**src/rtl/alu_pkg.sv**
```systemverilog
// Shared opcode encodings and flag bit positions for the pipelined ALU.
package alu_pkg;

    typedef logic [3:0] opcode_t;

    localparam opcode_t ADD     = 4'd0;
    localparam opcode_t NEGA    = 4'd1;
    localparam opcode_t AND     = 4'd2;
    localparam opcode_t OR      = 4'd3;
    localparam opcode_t XOR     = 4'd4;
    localparam opcode_t INVA    = 4'd5;
    localparam opcode_t SELAB   = 4'd6;
    localparam opcode_t SELBA   = 4'd7;
    localparam opcode_t SUB     = 4'd8;
    localparam opcode_t ALTB    = 4'd9;
    localparam opcode_t ALTEB   = 4'd10;
    localparam opcode_t AGTB    = 4'd11;
    localparam opcode_t AGTEB   = 4'd12;
    localparam opcode_t AEQB    = 4'd13;
    localparam opcode_t ANEQB   = 4'd14;
    localparam opcode_t SELXORB = 4'd15;

    // Bit positions inside the 4-bit {C, V, N, ZF} status word.
    localparam int FLAG_C = 3;
    localparam int FLAG_V = 2;
    localparam int FLAG_N = 1;
    localparam int FLAG_Z = 0;

endpackage

```
**src/rtl/alu_pipe_if.sv**
```systemverilog
// Operand/result bus of the pipelined ALU: input beat handshake plus result handshake.
interface alu_pipe_if
    import alu_pkg::*;
#(
    parameter int WIDTH = 32
);
    logic             in_valid;
    logic             in_ready;
    logic [WIDTH-1:0] a;
    logic [WIDTH-1:0] b;
    opcode_t          inst;
    logic             sel;
    logic             acc;
    logic             out_valid;
    logic             out_ready;
    logic [WIDTH-1:0] z;
    logic [3:0]       flags;

    // Issue/write-back side: drives operands and consumes results.
    modport master (
        output in_valid, a, b, inst, sel, acc, out_ready,
        input  in_ready, out_valid, z, flags
    );

    // ALU side.
    modport slave (
        input  in_valid, a, b, inst, sel, acc, out_ready,
        output in_ready, out_valid, z, flags
    );

endinterface

```
**src/rtl/alu_core.sv**
```systemverilog
// Combinational ALU datapath: result and {C, V, N, ZF} from effective operands.
module alu_core
    import alu_pkg::*;
#(
    parameter int WIDTH      = 32,
    parameter bit SIGNED_CMP = 1'b1
) (
    input  logic [WIDTH-1:0] a,
    input  logic [WIDTH-1:0] b,
    input  opcode_t          inst,
    input  logic             sel,
    output logic [WIDTH-1:0] result,
    output logic [3:0]       flags
);

    logic [WIDTH:0]   sum;
    logic [WIDTH:0]   diff;
    logic [WIDTH-1:0] neg;
    logic             lt;
    logic             eq;
    logic             cmp_bit;
    logic             carry;
    logic             ovf;

    // Shared adder, subtractor (carry-out = no-borrow), negation and comparators.
    always_comb begin
        sum  = {1'b0, a} + {1'b0, b};
        diff = {1'b0, a} + {1'b0, ~b} + {{WIDTH{1'b0}}, 1'b1};
        neg  = ~a + {{(WIDTH-1){1'b0}}, 1'b1};
        eq   = (a == b);
        if (SIGNED_CMP) begin
            lt = ($signed(a) < $signed(b));
        end else begin
            lt = (a < b);
        end
    end

    // Opcode select; compare opcodes yield a single bit zero-extended to the datapath.
    always_comb begin
        result  = '0;
        cmp_bit = 1'b0;
        carry   = 1'b0;
        ovf     = 1'b0;
        case (inst)
            ADD: begin
                result = sum[WIDTH-1:0];
                carry  = sum[WIDTH];
                ovf    = (a[WIDTH-1] == b[WIDTH-1]) && (sum[WIDTH-1] != a[WIDTH-1]);
            end
            NEGA: begin
                result = neg;
                ovf    = a[WIDTH-1] && neg[WIDTH-1];
            end
            AND:     result = a & b;
            OR:      result = a | b;
            XOR:     result = a ^ b;
            INVA:    result = ~a;
            SELAB:   result = sel ? b : a;
            SELBA:   result = sel ? a : b;
            SUB: begin
                result = diff[WIDTH-1:0];
                carry  = diff[WIDTH];
                ovf    = (a[WIDTH-1] != b[WIDTH-1]) && (diff[WIDTH-1] != a[WIDTH-1]);
            end
            ALTB:    cmp_bit = lt;
            ALTEB:   cmp_bit = lt || eq;
            AGTB:    cmp_bit = !(lt || eq);
            AGTEB:   cmp_bit = !lt;
            AEQB:    cmp_bit = eq;
            ANEQB:   cmp_bit = !eq;
            SELXORB: cmp_bit = sel ^ b[0];
            default: result  = '0;
        endcase
        if (inst >= ALTB) begin
            result = {{(WIDTH-1){1'b0}}, cmp_bit};
        end
    end

    // Status word assembled from the selected result.
    always_comb begin
        flags         = '0;
        flags[FLAG_C] = carry;
        flags[FLAG_V] = ovf;
        flags[FLAG_N] = result[WIDTH-1];
        flags[FLAG_Z] = (result == '0);
    end

endmodule

```
**src/rtl/alu_pipe.sv**
```systemverilog
// Two-stage pipelined ALU: S1 holds the accepted beat, S2 holds the registered result.
module alu_pipe
    import alu_pkg::*;
#(
    parameter int WIDTH      = 32,
    parameter bit SIGNED_CMP = 1'b1
) (
    input logic       clk,
    input logic       rst_n,
    alu_pipe_if.slave bus
);

    logic             s1_valid_q, s1_valid_d;
    logic [WIDTH-1:0] s1_a_q,     s1_a_d;
    logic [WIDTH-1:0] s1_b_q,     s1_b_d;
    opcode_t          s1_inst_q,  s1_inst_d;
    logic             s1_sel_q,   s1_sel_d;
    logic             s1_acc_q,   s1_acc_d;
    logic             s2_valid_q, s2_valid_d;
    logic [WIDTH-1:0] z_q,        z_d;
    logic [3:0]       flags_q,    flags_d;
    logic [WIDTH-1:0] acc_q,      acc_d;

    logic             s2_adv;
    logic             in_ready;
    logic [WIDTH-1:0] eff_a;
    logic [WIDTH-1:0] core_result;
    logic [3:0]       core_flags;

    // Accumulate beats take the most recent result instead of their own A operand.
    always_comb begin
        eff_a = s1_acc_q ? acc_q : s1_a_q;
    end

    alu_core #(
        .WIDTH      (WIDTH),
        .SIGNED_CMP (SIGNED_CMP)
    ) u_core (
        .a      (eff_a),
        .b      (s1_b_q),
        .inst   (s1_inst_q),
        .sel    (s1_sel_q),
        .result (core_result),
        .flags  (core_flags)
    );

    // Handshake and next-state: S2 moves when empty or drained, S1 refills in the same cycle.
    always_comb begin
        s1_valid_d = s1_valid_q;
        s1_a_d     = s1_a_q;
        s1_b_d     = s1_b_q;
        s1_inst_d  = s1_inst_q;
        s1_sel_d   = s1_sel_q;
        s1_acc_d   = s1_acc_q;
        s2_valid_d = s2_valid_q;
        z_d        = z_q;
        flags_d    = flags_q;
        acc_d      = acc_q;

        s2_adv   = !s2_valid_q || bus.out_ready;
        in_ready = !s1_valid_q || s2_adv;

        if (in_ready) begin
            s1_valid_d = bus.in_valid;
            if (bus.in_valid) begin
                s1_a_d    = bus.a;
                s1_b_d    = bus.b;
                s1_inst_d = bus.inst;
                s1_sel_d  = bus.sel;
                s1_acc_d  = bus.acc;
            end
        end

        if (s2_adv) begin
            s2_valid_d = s1_valid_q;
            if (s1_valid_q) begin
                z_d     = core_result;
                flags_d = core_flags;
                acc_d   = core_result;
            end
        end
    end

    // Pipeline, result and accumulator registers; reset drops every in-flight beat.
    always_ff @(posedge clk or negedge rst_n) begin
        if (!rst_n) begin
            s1_valid_q <= 1'b0;
            s1_a_q     <= '0;
            s1_b_q     <= '0;
            s1_inst_q  <= ADD;
            s1_sel_q   <= 1'b0;
            s1_acc_q   <= 1'b0;
            s2_valid_q <= 1'b0;
            z_q        <= '0;
            flags_q    <= '0;
            acc_q      <= '0;
        end else begin
            s1_valid_q <= s1_valid_d;
            s1_a_q     <= s1_a_d;
            s1_b_q     <= s1_b_d;
            s1_inst_q  <= s1_inst_d;
            s1_sel_q   <= s1_sel_d;
            s1_acc_q   <= s1_acc_d;
            s2_valid_q <= s2_valid_d;
            z_q        <= z_d;
            flags_q    <= flags_d;
            acc_q      <= acc_d;
        end
    end

    assign bus.in_ready  = in_ready;
    assign bus.out_valid = s2_valid_q;
    assign bus.z         = z_q;
    assign bus.flags     = flags_q;

endmodule

```
**src/flat_wrapper.sv**
```systemverilog
// flat-port wrapper written by rule: the top's interface ports become plain ports
module alu_pipe_flat import alu_pkg::*;
#(
    parameter int WIDTH      = 32,
    parameter bit SIGNED_CMP = 1'b1
)
  (clk, rst_n, bus_in_valid, bus_a, bus_b, bus_inst, bus_sel, bus_acc, bus_out_ready, bus_in_ready, bus_out_valid, bus_z, bus_flags);
  alu_pipe_if #(.WIDTH(WIDTH)) bus_i ();
  input logic clk;
  input logic rst_n;
  input wire logic [$bits(bus_i.in_valid)-1:0] bus_in_valid;
  input wire logic [$bits(bus_i.a)-1:0] bus_a;
  input wire logic [$bits(bus_i.b)-1:0] bus_b;
  input wire logic [$bits(bus_i.inst)-1:0] bus_inst;
  input wire logic [$bits(bus_i.sel)-1:0] bus_sel;
  input wire logic [$bits(bus_i.acc)-1:0] bus_acc;
  input wire logic [$bits(bus_i.out_ready)-1:0] bus_out_ready;
  output wire logic [$bits(bus_i.in_ready)-1:0] bus_in_ready;
  output wire logic [$bits(bus_i.out_valid)-1:0] bus_out_valid;
  output wire logic [$bits(bus_i.z)-1:0] bus_z;
  output wire logic [$bits(bus_i.flags)-1:0] bus_flags;
  assign bus_i.in_valid = bus_in_valid;
  assign bus_i.a = bus_a;
  assign bus_i.b = bus_b;
  assign bus_i.inst = bus_inst;
  assign bus_i.sel = bus_sel;
  assign bus_i.acc = bus_acc;
  assign bus_i.out_ready = bus_out_ready;
  assign bus_in_ready = bus_i.in_ready;
  assign bus_out_valid = bus_i.out_valid;
  assign bus_z = bus_i.z;
  assign bus_flags = bus_i.flags;
  alu_pipe #(.WIDTH(WIDTH), .SIGNED_CMP(SIGNED_CMP)) u_core (.clk(clk), .rst_n(rst_n), .bus(bus_i));
endmodule
```
**config.mk**
```make
export PLATFORM = sky130hd
export DESIGN_NAME = alu_pipe_flat
export DESIGN_NICKNAME = d
export VERILOG_FILES = /design/src/rtl/alu_pkg.sv /design/src/rtl/alu_pipe_if.sv /design/src/rtl/alu_core.sv /design/src/rtl/alu_pipe.sv /design/src/flat_wrapper.sv
export SDC_FILE = /design/constraint.sdc
export NUM_CORES = 1
export LEC_CHECK = 0
export ABC_AREA = 0
export BUFFER_PORTS_ARGS = -buffer_cell sky130_fd_sc_hd__buf_2
export CAP_MARGIN = 20
export CORE_UTILIZATION = 35
export CTS_CLUSTER_SIZE = 14
export DETAILED_ROUTE_END_ITERATION = 8
export HOLD_SLACK_MARGIN = 0.12
export SLEW_MARGIN = 20
export SYNTH_ARGS = -nofsm -noshare
export SYNTH_HDL_FRONTEND = slang
export SYNTH_SLANG_ARGS = --single-unit
```
**constraint.sdc**
```tcl
create_clock -name clk -period 13.3 [get_ports clk]
set_clock_uncertainty 0.1 [all_clocks]
set_input_delay 2.66 -clock clk [delete_from_list [all_inputs] [get_ports clk]]
set_output_delay 2.66 -clock clk [all_outputs]
set_load 0.02 [all_outputs]
```
**After elaboration in Yosys (flattened, before gate mapping)**

Index checks and enable logic that the tools add are counted.
W data, S select, Z words.

- Bits in registers: 108
- Input port bits: 74
- Output and inout port bits: 38
- Word-level logic and storage cells: 64

- Add/subtract/negate cells: 4
- Order comparisons: 2
- Equality and inequality tests: 20
- Muxes and demuxes: 8
- Bitwise logic cells: 6
- Reductions and logical operators: 15

Operators with widths:

| cell | number |
|---|---|
| $pmux W32 S9 | 1 |
| $mux W32 | 4 |
| $add A32 B32 Y33 | 2 |
| $not A32 Y32 | 2 |
| $add A33 B1 Y33 const B | 1 |
| $add A32 B1 Y32 const B | 1 |
| $and A32 B32 Y32 | 1 |
| $eq A32 B32 Y1 | 1 |
| $eq A4 B4 Y1 const B | 8 |
| $logic_not A32 Y1 | 1 |
| $lt A32 B32 Y1 | 1 |
| $or A32 B32 Y32 | 1 |
| $xor A32 B32 Y32 | 1 |
| $eq A4 B3 Y1 const B | 4 |
| $eq A4 B2 Y1 const B | 2 |
| $pmux W1 S7 | 1 |
| $logic_not A1 Y1 | 5 |
| $eq A4 B1 Y1 const B | 1 |
| $ge A4 B4 Y1 const B | 1 |
| $logic_not A4 Y1 | 1 |
| $reduce_and A2 Y1 | 2 |
| $logic_and A1 B1 Y1 | 3 |
| $logic_or A1 B1 Y1 | 3 |
| $ne A1 B1 Y1 | 3 |
| 4 further kinds | 4 |

**Longest topological paths before layout**

- Word-level depth: 7
- Mapped depth: 20
- Gate-level depth less buffers: 16

**Cells and area by module**

Synthesis repeated with hierarchy kept, for this count alone.

- Cells, all modules: 1423
- Area, all modules: 11785.1 um2

Modules (own cells, without submodules):

| module | times used | cells each | area each (um2) | seq. area each (um2) |
|---|---|---|---|---|
| alu_core | 1 | 1157 | 7325.8 | 0.0 |
| alu_pipe | 1 | 266 | 4459.3 | 2702.6 |

**Worst setup path after synthesis**

No wires, ideal clock.

- Path type: input to output
- Start: in bus_out_ready
- End: out bus_in_ready
- Arrival time: 2943 ps
- Data required time: 10540 ps
- Path slack: 7597 ps
- Stages: 1
- Cell sequence: nand3b_1

- Word-level cells in the longest chain between the ends: 2

Ends and longest elaborated chain:

| what | RTL line | source |
|---|---|---|
| from (decl) | flat_wrapper.sv:17 | `input wire logic [$bits(bus_i.out_ready)-1:0] bus_out_ready;` |
| $logic_or A1 B1 Y1 | alu_pipe.sv:60 | `s2_adv = !s2_valid_q \|\| bus.out_ready;` |
| $logic_or A1 B1 Y1 | alu_pipe.sv:61 | `in_ready = !s1_valid_q \|\| s2_adv;` |
| to (decl) | flat_wrapper.sv:18 | `output wire logic [$bits(bus_i.in_ready)-1:0] bus_in_ready;` |

No other way between the ends.

**Worst setup path in the final report**

- Start: reg u_core.s1_acc_q
- End: reg u_core.flags_q[0] (netlist: u_core.bus.flags[0])

- Word-level cells in the longest chain between the ends: 7
- Elaborated cells on any way between the ends: 21
- Those cells by class: 4 x add/sub; 1 x order compare; 1 x eq/ne; 6 x mux; 4 x bitwise; 5 x reduce/logical

Ends and longest elaborated chain:

| what | RTL line | source |
|---|---|---|
| from (decl) | alu_pipe.sv:18 | `logic s1_acc_q, s1_acc_d;` |
| from (signal assigned) | alu_pipe.sv:92 | `s1_acc_q <= 1'b0;` |
| from (signal assigned) | alu_pipe.sv:103 | `s1_acc_q <= s1_acc_d;` |
| $mux W32 (*) | alu_pipe.sv:32 | `eff_a = s1_acc_q ? acc_q : s1_a_q;` |
| parallel branches: the longest is 4 deep, another holds $add A32 B32 Y33 | n/a |  |
| $mux W32 (*) | alu_core.sv:74 | `if (inst >= ALTB) begin` |
| $logic_not A32 Y1 (*) | alu_core.sv:85 | `flags[FLAG_Z] = (result == '0);` |
| to (signal assigned) | alu_pipe.sv:106 | `flags_q <= flags_d;` |
| to (decl) | alu_pipe.sv:21 | `logic [3:0] flags_q, flags_d;` |

Every way passes the cells marked *.
A chain may end at the register's enable or synchronous reset.

==> impl_metrics.yaml <==
grt:
  grt_pass1_wl_mm: 71.5
  grt_antenna_before_repair: 0
  grt-ovfl-total: 0
  track_usage_pct: 28.0
  grt_pass1_vias: 11300
  grt_start_max_net_pins: 75
drt:
  first_pass_iters: 6
  via_count: 12100
  wl_per_cell_um: 24.4
  drt_wl_total_mm: 47.6
  drc: 0
  ant_nets: 0
  drtIter0Drc: 1471
  viasPerCell: 6.22
job:
  drv_cap: 0
synthesis:
  synth_compound_area_share_pct: 26.2
  synth_xor_xnor_area_share_pct: 3.22
  yosysWarnings: 0
  synthTopCellsByArea: "dfrtp_1 (23%), ha_1 (11%), mux2_2 (8.3%)"
  synth-simple-area-share_pct: 18.8
  synth_mux_area_share_pct: 11.5
  synthArstFlopShare_pct: 100
  avgSynthCellArea_um2: 8.10
  ys_ff_latch: 107
  synth_flop_cell: "dfrtp_1"
  netlist.area_leader.share_pct: 22.9
  synth_edf_count: 0
  synth_fa_ha_area_share_pct: 10.9
  yosys.area.top_type: "dfrtp_1"
  syn-instance-count: 1442
  yosysSeqAreaShare_pct: 22.9
  synthDistinctLibCells: 90
  synth_area_um2: 11700
  synthTopCellsByCount: "dfrtp_1 (107), a21oi_1 (101), nand2_1 (101)"
  synth_top_family_by_area: "compound AO/OA/AOI/OAI gates"
  synth_fp_nets: 1617
  synth_most_common_cell: "dfrtp_1"
power:
  power_density_nw_per_um2: 201
  power.leakage_nw: 5.58
  ir_drop_uv: 73.6
die:
  num_rows: 66
  die-area_um2: 34100
  core_area_um2: 32700
  fp.dieW_um: 185
  num_io_pins: 112
  initial_core_util_pct: 35.7
  die_y_um: 185
placement:
  gp_congestion: 0.970
  dp.final_hpwl_mm: 36.0
  portBuffers: 111
  place_ws_ns: 7.35
clocking:
  post-cts-setup-buffers: 0
  worstSkewPairLatency_ns: 0.38
  cts_root_buf: "clkbuf_16"
  clkTransAtPathRegs_ns: 0.08
  ctsLongestPathBuffers: 2
  ctsResizeCount: 0
  hold_buffers: 0
  cts_max_level: 3
  cts_tree: "built"
  cts-buffers-inserted: 9
  cts_sinks: 107
timing:
  worstMarginPinSlew_ns: 1.35
  rsz0062_at_grt: "false"
  min_period_ns: 6.08
  slew_headroom_pct: 10.1
  finalSetupViolations: 0
  final_hold_viol_count: 0
  tns_ns: 0
  finalMaxSlewViolations: 0
  worst_hold_slack_ns: 0.411
  fin_ws_ns: 7.22
  fmax_mhz: 164
  fin_crit_sh_pct: 45.8
hold_path:
  holdCritPathClass: "register to register"
cells_and_area:
  drive_gt1_share_pct: 17.8
  nets: 1678
  syn2layout_area_growth_pct: 11.7
  antenna_cells: 0
critical_path:
  crit_arrival_ns: 6.29
  cp.required_ns: 13.51
  path_class: "register to register"
  cp_max_fo: 74
  start_kind: "register"
  cp-end-kind: "register"
outcome:
  status: "finished, final reports clean"
==> power breakdown <==
group	leakage [nW]	switching, W	total (W)	internal [W]
registers	1.28	0.000117	0.000520	0.000403
logic	4.15	0.00118	0.00180	0.000615
clock network	0.150	0.000149	0.000304	0.000155
total	5.58	0.00145	0.00262	0.00117
==> layout by cell type, fill, tap and decap left out, types with 10 or more instances in the layout <==
cell type and n:
nor3_1 45, o21ai_0 75, nand2b_1 17, dfrtp_1 106
nand3_1 29, buf_2 110, a221oi_1 22, o31ai_1 15
o21ai_1 19, a22oi_1 11, nand4_1 22, o211ai_1 17
a31oi_1 18, mux2_2 86, nor4_1 29, xnor2_1 36
nand2_1 99, mux2i_1 36, a211oi_1 28, ha_1 99
a221o_1 16, or4_1 14, a21o_1 19, or3_1 10
buf_4 31, a21oi_1 101, nor2b_1 15, nor2_1 91
inv_1 100
==> layer usage <==
metal | vias up | GRT usage, % | wire length, µm
li1 | 5525 | - | -
met1 | 5884 | 43.1 | 22700
met2 | 657 | 38.9 | 19200
met3 | 64 | 5.57 | 4700
met4 | 0 | 7.40 | 1010
met5 | - | 0 | 0
==> worst paths after layout <==
kind	depth (start not counted)	end	start	slack, ns
max in group asynchronous	2	u_core.s1_a_q[29]$_DFFE_PN0P_	rst_n	9.69
hold reg to reg	1	u_core.s1_a_q[26]$_DFFE_PN0P_	u_core.s1_a_q[26]$_DFFE_PN0P_	0.41
min in group asynchronous	1	u_core.s1_a_q[0]$_DFFE_PN0P_	rst_n	2.24
setup / recovery	14	u_core.bus.flags[0]$_DFFE_PN0P_	u_core.s1_acc_q$_DFFE_PN0P_	7.22
setup reg to reg	14	u_core.bus.flags[0]$_DFFE_PN0P_	u_core.s1_acc_q$_DFFE_PN0P_	7.22
hold / removal	1	u_core.s1_a_q[26]$_DFFE_PN0P_	u_core.s1_a_q[26]$_DFFE_PN0P_	0.41
==> state kept, by name (all words and copies together) (netlist names) <==
signal / cells
u_core.acc_q: 31
u_core.bus.flags: 4
u_core.bus.out_valid: 1
u_core.s1_a_q: 32
u_core.s1_acc_q: 1
u_core.s1_b_q: 32
u_core.s1_inst_q: 4
u_core.s1_sel_q: 1
u_core.s1_valid_q: 1
==> cell type report <==
| cell class | count | area, µm² |
|---|---|---|
| clock buffers | 11 | 243 |
| clock inverters | 5 | 68.8 |
| fillers | 3419 | 19700 |
| inverters | 105 | 394 |
| multi-input cells | 1139 | 8320 |
| flip-flops and latches | 107 | 2680 |
| well taps | 442 | 553 |
| repair buffers | 141 | 783 |
==> critical path, stage by stage (launching register included) <==
cell and delay (ns):
dfrtp_2 0.35, buf_4 0.63, mux2i_1 0.80, ha_1 0.47, nor4_1 0.78, nand2_1 0.13, nor3_1 0.30, nand2_1 0.23
nor3_1 0.70, mux2i_1 0.25, o21ai_0 0.11, o31ai_1 0.43, nand3_1 0.17, nor4b_2 0.28, a41o_1 0.20
==> through the flow <==
step           utilization, %  instance area [µm²]  cells  power, W
2_1_floorplan               -                11700   1442   0.00169
3_3_place_gp             38.9                12700   1934   0.00225
3_5_place_dp             38.9                12700   1934   0.00225
4_1_cts                  39.9                13000   1950   0.00257
5_1_grt                  39.9                13000   1950   0.00278
6_report                 39.9                13000   1950   0.00262
==> cell families after synthesis <==
family | count (synthesis)
xor+xnor | 43
mux | 123
buf+inv | 196
flops | 107
compound gates | 449
simple gates | 423
fa+ha+maj | 101
No activity file was read; power rests on OpenSTA's default activity.
